### src/rtl/sync_fifo_pkg.sv
// Shared sizing helpers for the synchronous FIFO and its RAM.
package sync_fifo_pkg;
  localparam int DEFAULT_DATA_WIDTH = 8;
  localparam int DEFAULT_ADDR_WIDTH = 4;

  function automatic int fifo_depth(input int aw);
    return 1 << aw;
  endfunction

  // One extra bit so the count can represent a completely full FIFO.
  function automatic int fifo_cnt_w(input int aw);
    return aw + 1;
  endfunction
endpackage

### src/rtl/fifo_ram.sv
// Single-clock RAM with registered read; a same-address read and write return the old word.
module fifo_ram #(
  parameter int DATA_WIDTH = 8,
  parameter int ADDR_WIDTH = 4
) (
  input  logic                  clk,
  input  logic                  we,
  input  logic [ADDR_WIDTH-1:0] write_addr,
  input  logic [DATA_WIDTH-1:0] data_in,
  input  logic                  re,
  input  logic [ADDR_WIDTH-1:0] read_addr,
  output logic [DATA_WIDTH-1:0] data_out
);
  logic [DATA_WIDTH-1:0] mem_q [1 << ADDR_WIDTH];

  always_ff @(posedge clk) begin
    if (we) mem_q[write_addr] <= data_in;
    if (re) data_out <= mem_q[read_addr];
  end
endmodule

### src/rtl/sync_fifo.sv
// Single-clock FIFO: pointers, occupancy count, flag decode and error pulses around fifo_ram.
module sync_fifo
  import sync_fifo_pkg::*;
#(
  parameter int DATA_WIDTH         = DEFAULT_DATA_WIDTH,
  parameter int ADDR_WIDTH         = DEFAULT_ADDR_WIDTH,
  parameter int ALMOST_FULL_LEVEL  = (1 << ADDR_WIDTH) - 2,
  parameter int ALMOST_EMPTY_LEVEL = 2
) (
  input  logic                  clk,
  input  logic                  reset,
  input  logic [DATA_WIDTH-1:0] data_in,
  input  logic                  we,
  input  logic                  re,
  output logic [DATA_WIDTH-1:0] data_out,
  output logic                  data_valid,
  output logic [ADDR_WIDTH:0]   count,
  output logic                  full,
  output logic                  empty,
  output logic                  almost_full,
  output logic                  almost_empty,
  output logic                  overflow,
  output logic                  underflow
);
  localparam int CW = fifo_cnt_w(ADDR_WIDTH);
  localparam logic [CW-1:0] DEPTH_C = CW'(fifo_depth(ADDR_WIDTH));
  localparam logic [CW-1:0] AF_LVL  = CW'(ALMOST_FULL_LEVEL);
  localparam logic [CW-1:0] AE_LVL  = CW'(ALMOST_EMPTY_LEVEL);

  logic [ADDR_WIDTH-1:0] wr_ptr_q, rd_ptr_q;
  logic [CW-1:0]         count_q, count_d;
  logic                  valid_q, ovf_q, udf_q, rd_seen_q;
  logic                  rd_ok, wr_ok;
  logic [DATA_WIDTH-1:0] ram_dout;

  assign empty        = (count_q == '0);
  assign full         = (count_q == DEPTH_C);
  assign almost_full  = (count_q >= AF_LVL);
  assign almost_empty = (count_q <= AE_LVL);
  assign count        = count_q;
  assign data_valid   = valid_q;
  assign overflow     = ovf_q;
  assign underflow    = udf_q;
  // The RAM output register has no reset; show zero until the first read after reset.
  assign data_out     = rd_seen_q ? ram_dout : '0;

  always_comb begin
    rd_ok   = re && !empty && !reset;
    wr_ok   = we && (!full || rd_ok) && !reset;
    count_d = count_q;
    case ({wr_ok, rd_ok})
      2'b10:   count_d = count_q + CW'(1);
      2'b01:   count_d = count_q - CW'(1);
      default: count_d = count_q;
    endcase
  end

  always_ff @(posedge clk) begin
    if (reset) begin
      wr_ptr_q  <= '0;
      rd_ptr_q  <= '0;
      count_q   <= '0;
      valid_q   <= 1'b0;
      ovf_q     <= 1'b0;
      udf_q     <= 1'b0;
      rd_seen_q <= 1'b0;
    end else begin
      if (wr_ok) wr_ptr_q <= wr_ptr_q + ADDR_WIDTH'(1);
      if (rd_ok) rd_ptr_q <= rd_ptr_q + ADDR_WIDTH'(1);
      count_q   <= count_d;
      valid_q   <= rd_ok;
      ovf_q     <= we && !wr_ok;
      udf_q     <= re && !rd_ok;
      rd_seen_q <= rd_seen_q || rd_ok;
    end
  end

  fifo_ram #(
    .DATA_WIDTH(DATA_WIDTH),
    .ADDR_WIDTH(ADDR_WIDTH)
  ) u_ram (
    .clk       (clk),
    .we        (wr_ok),
    .write_addr(wr_ptr_q),
    .data_in   (data_in),
    .re        (rd_ok),
    .read_addr (rd_ptr_q),
    .data_out  (ram_dout)
  );
endmodule

### config.mk
export PLATFORM = sky130hd
export DESIGN_NAME = sync_fifo
export DESIGN_NICKNAME = d
export VERILOG_FILES = /design/src/rtl/sync_fifo_pkg.sv /design/src/rtl/fifo_ram.sv /design/src/rtl/sync_fifo.sv
export SDC_FILE = /design/constraint.sdc
export NUM_CORES = 1
export LEC_CHECK = 0
export ABC_AREA = 1
export BUFFER_PORTS_ARGS = -buffer_cell sky130_fd_sc_hd__buf_2
export CORE_MARGIN = 2
export CORE_UTILIZATION = 60
export DETAILED_ROUTE_END_ITERATION = 12
export GPL_ROUTABILITY_DRIVEN = 0
export PLACE_DENSITY = 0.75
export SYNTH_ARGS = -nofsm -noshare
export SYNTH_HDL_FRONTEND = slang
export SYNTH_SLANG_ARGS = --single-unit
### constraint.sdc
create_clock -name clk -period 2.69 [get_ports clk]
set_clock_uncertainty 0.15 [all_clocks]
set_input_delay 0 -clock clk [delete_from_list [all_inputs] [get_ports clk]]
set_output_delay 0 -clock clk [all_outputs]
set_load 0.02 [all_outputs]
==> results of run 1 <==
cell type report:
type | count | share of cell area (%)
repair buffers | 66 | 6.38
inverters | 35 | 1.83
flip-flops and latches | 153 | 59.4
clock inverters | 12 | 1.66
well taps | 136 | 2.28
multi-input cells | 323 | 22.8
clock buffers | 20 | 5.71
power by group through the flow:
stage          Combinational, uW  Clock, uW  Sequential [uW]
2_1_floorplan                449          0             2750
3_3_place_gp                 668          0             2730
3_5_place_dp                 691          0             2740
4_1_cts                      715       2220             2690
5_1_grt                      796       2330             2700
6_report                     728       2200             2690
cells in the final DEF (no fill, tap or decap), drive strengths merged:
cell type and n:
clkinvlp 4, nand4 1, a21boi 1, xor2 6, nand2 56, nor3 2
ha 8, nor2 106, nand3 28, edfxtp 136, bufinv 2, clkinv 6
inv 35, dlygate4sd3 13, a2111oi 1, buf 53, a21oi 11, dfxtp 17
clkbuf 20, o211ai 18, o221ai 14, o21ai 71
per-layer routing:
metal	part of all wire, %	GRT usage [%]	vias up
met4	1.8	7.98	0
met1	40	37.3	2066
met5	0	0	-
met2	49	40.5	242
li1	-	-	2027
met3	9.3	6.14	28
worst max-delay path, stage by stage (launching register included):
cell and delay, ns:
dfxtp_1 0.41, nor2_2 0.18, nand4_2 0.16, nand2_4 0.15, nand2_4 0.07, nand2_4 0.13, ha_4 0.19, xor2_2 0.16
ha_1 0.16, inv_1 0.05, nand2_1 0.10, nand3_1 0.12, nand2_1 0.09, nand2_1 0.05, nand2_1 0.06, nand2_1 0.05
a21oi_1 0.11
sequential cells by signal, summed over array words and instances (netlist names):
signal / cells
u_ram.data_out: 8
rd_ptr_q: 4
overflow: 1
underflow: 1
count: 5
wr_ptr_q: 4
data_valid: 1
u_ram.mem_q: 128
rd_seen_q: 1
per-stage QoR:
stage               util, %  area [um2]
finish                 72.2        7450
global route           72.2        7450
CTS                    72.0        7430
detailed placement     65.4        6750
global placement       65.4        6750
floorplan                 -        6360
logic make-up after synthesis:
| family | share of synthesized area (%) |
|---|---|
| DFF | 69.6 |
| buffers and inverters | 4.05 |
| AOI/OAI and AO/OA | 10.8 |
| and+or+nand+nor | 13.1 |
| adders and majority gates | 1.57 |
| xor gates and xnor gates | 0.826 |
worst max-delay path by stage:
stage,to,from
final,count[4],count[1]
after global routing,count[4],count[1]
after CTS,count[4],count[1]
after detailed placement,count[4],count[1]
after global placement,count[4],count[1]
after floorplan,count[4],count[3]
timing repair:
item                                    in CTS  in global routing
hold buffers                                13                  0
endpoints found under the setup margin       0                  1
setup buffers                                0                  0
endpoints found under the hold margin      145                  0
resized for setup                            0                  3
==> flow_summary_export.csv, run 1 <==
group,metric,value,unit
run_status,outcome,"finished clean",
global_route,grt_overflow,0,
clock_network,cts_made_buffers,17,
setup_path,rr_endpoint,"count[4]",
synthesis,synthCells,536,
sta,worst_pin_slew,0.608,ns
setup_path,worstRegToRegCells,16,
cells_and_area,seq_area,4430,um2
setup_path,start_kind,"flop",
cells_and_area,fill_cells,676,
run,maxCapViolCount,0,
sta,hold_violations,0,
power,power_frac_comb,12.9,%
setup_path,worst-setup-path-type,"flop to flop",
sta,fin_ws,0.229,ns
route,vias,4363,
global_route,grt_pass1_vias,4095,
synthesis,ys_top_cells_by_area,"edfxtp_1 64%, nor2_1 6.1%, dfxtp_1 5.4%",
synthesis,synth_seq_cells,153,
cells_and_area,finalNetCount,616,
sta,fin_setup_tns,0,ns
sta,slew_headroom,59.4,%
power,switching_share,25.5,%
synthesis,syn_area_per_cell,11.9,um2
sta,fmax,406,MHz
cells_and_area,syn_to_final_growth,17.2,%
global_route,grt_util_all_layers,26.1,%
clock_network,clockBufferDepth,2,
global_route,grt_pass1_wl,21900,um
synthesis,synth_common_cells,"136 x edfxtp_1, 104 x nor2_1, 68 x o21ai_0",
floorplan,die_width,107,um
min_path,hold_path.class,"primary input to flop",
sta,whs,0.203,ns
synthesis,yosysWarnings,0,
clock_network,tritoncts,"done",
placed_design,placed_cells,700,
synthesis,yosysMostFrequentCell,"edfxtp_1",
floorplan,row_count,37,
power,clockPowerShare,39.2,%
global_route,antenna_found_initial,0,
floorplan,die_h,107,um
min_path,hold-path-endpoint,"wr_ptr_q[0]",
synthesis,async_flop_share,0,%
setup_path,cp_max_fo,7,
cells_and_area,drive_gt1_share,16.1,%
setup_path,rr_startpoint,"count[1]",
cells_and_area,final_cells,745,
power,ir_worst_vdd,0.415,mV
route,drt_iter0_drc,489,
power,p_sw,1430,uW
sta,rsz0062_at_grt,"false",
clock_network,clkLatencyLatePin,0.52,ns
min_path,min_path_cells,3,
power,power_density,754,nW/um2
route,firstDrtPassIters,7,
cells_and_area,n_antenna_cell,0,
sta,setup_viol,0,
synthesis,ys_seq_area_share,69.6,%
power,leakage,0.00279,uW
clock_network,cts_sinks,153,
sta,finalCriticalPeriod,2.46,ns
min_path,hp-start,"reset",
clock_network,clkTransAtPathRegs,0.06,ns
placed_design,port_buffers,31,
synthesis,ys_types,29,
floorplan,design.die.area,11400,um2
synthesis,mappedNetlistArea,6360,um2
floorplan,start_util,61.6,%
setup_path,reg2reg_slack,0.23,ns
power,seq_power_share,47.9,%
clock_network,cts-root-buf,"clkbuf_8",
cells_and_area,multi_input_area,1700,um2
route,vias_per_cell,5.86,
global_route,grt_max_degree,69,
clock_network,cts_max_level,4,
sta,fin_crit_sh,91.5,%
setup_path,worstPathArrival,2.76,ns
synthesis,synth_nets,556,
route,routedWlPerCell,18.7,um
power,power,5620,uW
floorplan,ios,32,
placed_design,hpwl,8370,um
route,ant_nets,0,
sta,slew_violations,0,
power,p_int,4190,uW
synthesis,synth_edf_count,136,
synthesis,synth.largest_area_cell,"edfxtp_1",
synthesis,synth-main-ff-cell,"edfxtp_1",
setup_path,worst_ep_required_time,2.99,ns
floorplan,coreArea,10300,um2
synthesis,synth_top_area_share,64.2,%
setup_path,endpoint_kind,"flop",
route,route.detailed.drc,0,
placed_design,pre_cts_slack,0.174,ns
route,wirelength,13900,um
Power figures use the tool's default switching activity.
==> run 2: changes to the inputs <==
Settings changed: CORE_ASPECT_RATIO from default to 0.75.
==> flow_summary_export.csv, run 2 (synthesis results as in run 1) <==
group,metric,value,unit
global_route,antenna_found_initial,0,
cells_and_area,final_cell_mix,"136 x edfxtp_1, 104 x nor2_1, 68 x o21ai_0",
cells_and_area,syn_to_final_growth,18.8,%
global_route,grt_pass1_vias,4024,
setup_path,crit_path_frequent_cell,"nand2_1",
clock_network,clockBufferDepth,2,
global_route,top_usage_layer,"met2",
floorplan,row_count,32,
route,route.detailed.drc,0,
global_route,grtUsageMet2,41.1,%
sta,fin_setup_tns,0,ns
floorplan,die_width,123,um
placed_design,port_buffers,31,
route,routedWlPerCell,19.5,um
global_route,met3_usage,5.85,%
placed_design,pre_cts_slack,0.184,ns
floorplan,coreArea,10300,um2
cells_and_area,finalNetCount,616,
cells_and_area,final_common_cell,"edfxtp_1",
route,vias_per_cell,5.86,
floorplan,die_h,93.2,um
power,ir_worst_vdd,0.613,mV
power,power_density,790,nW/um2
route,wirelength,14500,um
route,ant_nets,0,
clock_network,tritoncts,"done",
sta,hold_violations,0,
route,drt_iter0_drc,535,
sta,setup_viol,0,
global_route,grt_overflow,0,
placed_design,hpwl,8950,um
setup_path,cp_max_fo,7,
setup_path,start_kind,"flop",
clock_network,cts-root-buf,"clkbuf_16",
min_path,hold_path.class,"primary input to flop",
clock_network,clkTransAtPathRegs,0.06,ns
run,maxCapViolCount,0,
sta,fmax,411,MHz
global_route,grt_util_all_layers,27.1,%
clock_network,cts_made_buffers,17,
setup_path,cp_slowest_cell,"dfxtp_1",
setup_path,worst_ep_required_time,2.90,ns
clock_network,cts_sinks,153,
cells_and_area,final_area,7550,um2
global_route,met1_usage,39.4,%
clock_network,clkLatencyLatePin,0.42,ns
sta,fin_crit_sh,90.4,%
cells_and_area,largest_register_ffs,128,
cells_and_area,drive_gt1_share,16.9,%
setup_path,worst-setup-path-type,"flop to flop",
floorplan,ios,32,
sta,worst_pin_slew,0.629,ns
power,leakage,0.00286,uW
sta,slew_headroom,57.0,%
sta,rsz0062_at_grt,"false",
global_route,grt_max_degree,65,
sta,slew_violations,0,
clock_network,cts_max_level,4,
setup_path,worstPathArrival,2.64,ns
floorplan,start_util,61.8,%
power,power,5970,uW
cells_and_area,regMostFlops,"u_ram.mem_q",
setup_path,endpoint_kind,"flop",
setup_path,critPathMaxStageDelay,0.40,ns
route,vias,4362,
cells_and_area,n_antenna_cell,0,
sta,finalCriticalPeriod,2.43,ns
route,firstDrtPassIters,7,
global_route,grt_pass1_wl,22100,um
run_status,outcome,"finished clean",
floorplan,design.die.area,11400,um2
setup_path,crit_chain,"nor2_2 -> nand4_2 -> nand2_4 -> nand2_4 -> nand2_4 -> ha_4 -> xor2_2 -> ha_1 -> inv_1 -> nand2_1 -> nand3_1 -> nand2_1 -> nand2_1 -> nand2_1 -> nand2_1 -> a21oi_1",
sta,fin_ws,0.258,ns
placed_design,place_area,6740,um2
[run 2: layout make-up]
cell class                 count  area (um2)
clock buffer                  26         596
clock inverter                 6        63.8
fill                         665        2740
inverter                      35         136
multi-input combinational    323        1700
sequential                   153        4430
tap                          136         170
timing repair buffer          66         463
[run 2: metal layers]
layer	wire length, um	vias to the layer above
met3	1200	22
met2	6990	195
met1	6090	2115
met4	247	0
li1	-	2030
met5	0	-
[run 2: report_power, final]
part,leakage (uW),switching (uW),internal [uW]
clock network,0.000329,912,1630
registers,0.00137,45.8,2650
logic,0.00117,513,223
[run 2: through the flow]
| step | instances | utilization, % | hold slack, ns |
|---|---|---|---|
| 6_report | 745 | 73.4 | 0.329 |
| 5_1_grt | 745 | 73.4 | 0.329 |
| 4_1_cts | 745 | 73.2 | 0.275 |
| 3_5_place_dp | 700 | 65.5 | 0.112 |
| 3_3_place_gp | 700 | 65.5 | 0.113 |
| 2_1_floorplan | 536 | - | -0.0511 |
[run 2: worst max-delay path, delay by kind of cell, from the launching register on]
kind            cells  cell delay, ns
fa+ha+maj           2            0.35
xor+xnor            1            0.17
simple gates       11            1.16
flops               1            0.40
buf+inv             1            0.03
compound gates      1            0.11
[run 2: timing repair]
item	in CTS	in global routing
endpoints found under the setup margin	0	1
setup buffers	0	0
resized for setup	0	3
endpoints found under the hold margin	140	0
hold buffers	13	0
[run 2: final timing paths]
check | from | slack [ns] | depth (start not counted) | endpoint
setup / recovery | count[1] | 0.26 | 16 | count[4]
hold / removal | reset | 0.33 | 3 | wr_ptr_q[0]
setup reg to reg | count[1] | 0.26 | 16 | count[4]
hold reg to reg | wr_ptr_q[3] | 0.38 | 2 | wr_ptr_q[3]
==> run 3: changes to the inputs <==
--- a/config.mk
+++ b/config.mk
@@ -12,5 +12,4 @@
 export CORE_UTILIZATION = 60
 export DETAILED_ROUTE_END_ITERATION = 12
-export GPL_ROUTABILITY_DRIVEN = 0
 export PLACE_DENSITY = 0.75
 export SYNTH_ARGS = -nofsm -noshare
--- a/constraint.sdc
+++ b/constraint.sdc
@@ -3,3 +3,3 @@
 set_input_delay 0 -clock clk [delete_from_list [all_inputs] [get_ports clk]]
 set_output_delay 0 -clock clk [all_outputs]
-set_load 0.02 [all_outputs]
+set_load 0.1 [all_outputs]
==> flow_summary_export.csv, run 3 (synthesis results as in run 1) <==
group,metric,value,unit
setup_path,rr_startpoint,"count[2]",
min_path,hp-start,"reset",
global_route,grt_overflow,0,
sta,setup_viol,0,
cells_and_area,final_common_cell,"edfxtp_1",
power,clockPowerShare,41.3,%
cells_and_area,final_area,7590,um2
floorplan,row_count,32,
setup_path,worstRegToRegCells,16,
power,seq_power_share,42.5,%
min_path,hold_path.class,"primary input to flop",
route,wirelength,14800,um
power,switching_share,28.8,%
setup_path,worstPathArrival,2.60,ns
cells_and_area,syn_to_final_growth,19.3,%
power,p_int,4530,uW
cells_and_area,regMostFlops,"u_ram.mem_q",
run_status,outcome,"finished clean",
placed_design,pre_cts_slack,0.409,ns
clock_network,clkTransAtPathRegs,0.06,ns
placed_design,hpwl,8800,um
setup_path,rr_endpoint,"count[4]",
route,drt_iter0_drc,543,
route,firstDrtPassIters,5,
clock_network,cts_sinks,153,
floorplan,die_h,93.2,um
power,power_frac_comb,16.3,%
placed_design,port_buffers,31,
route,vias,4394,
setup_path,endpoint_kind,"flop",
power,ir_worst_vdd,0.597,mV
floorplan,ios,32,
global_route,grt_util_all_layers,28.4,%
floorplan,coreArea,10300,um2
sta,hold_violations,0,
clock_network,clkLatencyLatePin,0.43,ns
floorplan,start_util,61.8,%
sta,fin_ws,0.304,ns
global_route,grt_pass1_vias,4292,
cells_and_area,final_cell_mix,"136 x edfxtp_1, 104 x nor2_1, 68 x o21ai_0",
cells_and_area,largest_register_ffs,128,
min_path,min_path_cells,3,
route,routedWlPerCell,19.7,um
power,p_sw,1830,uW
power,leakage,0.00286,uW
route,route.detailed.drc,0,
sta,worst_pin_slew,0.688,ns
global_route,grt_max_degree,69,
placed_design,place_area,6810,um2
run,maxCapViolCount,0,
setup_path,cp_max_fo,7,
sta,fin_crit_sh,88.7,%
clock_network,clockBufferDepth,2,
setup_path,reg2reg_slack,0.30,ns
clock_network,cts_max_level,4,
setup_path,worst_ep_required_time,2.90,ns
global_route,grt_pass1_wl,23100,um
cells_and_area,finalNetCount,619,
clock_network,cts_made_buffers,17,
clock_network,cts_setup_buffers,0,
route,vias_per_cell,5.87,
route,ant_nets,0,
cells_and_area,drive_gt1_share,18.6,%
global_route,antenna_found_initial,0,
cells_and_area,n_antenna_cell,0,
floorplan,design.die.area,11400,um2
sta,rsz0062_at_grt,"false",
floorplan,die_width,123,um
min_path,hold-path-endpoint,"wr_ptr_q[0]",
sta,slew_violations,0,
sta,fmax,419,MHz
sta,finalCriticalPeriod,2.39,ns
placed_design,globalplace.congestion,0.866,
setup_path,start_kind,"flop",
sta,slew_headroom,54.1,%
power,power_density,838,nW/um2
setup_path,worst-setup-path-type,"flop to flop",
clock_network,cts_resized,0,
clock_network,tritoncts,"done",
sta,whs,0.285,ns
clock_network,cts-root-buf,"clkbuf_16",
## run 3: through the flow
step / power, uW / instances / util, % / setup TNS [ns]
finish: 6360 / 748 / 73.7 / 0
global route: 6550 / 748 / 73.7 / 0
CTS: 6380 / 748 / 73.7 / 0
detailed placement: 3750 / 703 / 66.2 / 0
global placement: 3730 / 703 / 66.2 / 0
floorplan: 3510 / 536 / - / -0.0330
## run 3: timing repair
action | CTS | global route
hold buffers | 13 | 0
hold endpoints to repair | 140 | 0
endpoints found under the setup margin | 0 | 0
## run 3: critical path: stages, from the launching register on
cell     delay (ns)
dfxtp_4        0.37
nor2_4         0.13
nand4_2        0.14
nand2_4        0.15
nand2_4        0.09
nand2_8        0.12
ha_4           0.16
xor2_1         0.20
ha_1           0.17
inv_1          0.03
nand2_1        0.09
nand3_1        0.13
nand2_1        0.10
nand2_1        0.06
nand2_1        0.05
nand2_1        0.04
a21oi_1        0.11
## run 3: per-layer routing
metal | vias to the layer above | part of all wire [%] | wire length (um) | track usage, %
li1 | 2034 | - | - | -
met1 | 2135 | 40 | 5940 | 38.7
met2 | 206 | 49 | 7170 | 43.8
met3 | 19 | 10 | 1490 | 9.15
met4 | 0 | 1.2 | 172 | 8.81
met5 | - | 0 | 0 | 0
## run 3: worst max-delay path by stage
stage	from	endpoint	slack [ns]	depth (start not counted)
finish	count[2]	count[4]	0.30	16
global route	count[2]	count[4]	0.08	16
CTS	count[2]	count[4]	0.31	16
detailed placement	count[2]	count[4]	0.41	16
global placement	count[2]	count[4]	0.49	16
floorplan	count[2]	count[4]	-0.03	16
## run 3: cell type report
type | instances | area [um2]
inverter | 35 | 136
timing repair buffer | 69 | 473
sequential | 153 | 4440
tap | 136 | 170
multi-input combinational | 323 | 1710
clock buffer | 18 | 429
clock inverter | 14 | 221
fill | 659 | 2700
## run 3: power by group through the flow
stage	Sequential, uW	Combinational, uW	Clock [uW]
floorplan	2860	652	0
global placement	2750	981	0
detailed placement	2750	998	0
CTS	2700	1020	2650
global route	2710	1110	2730
finish	2700	1030	2620
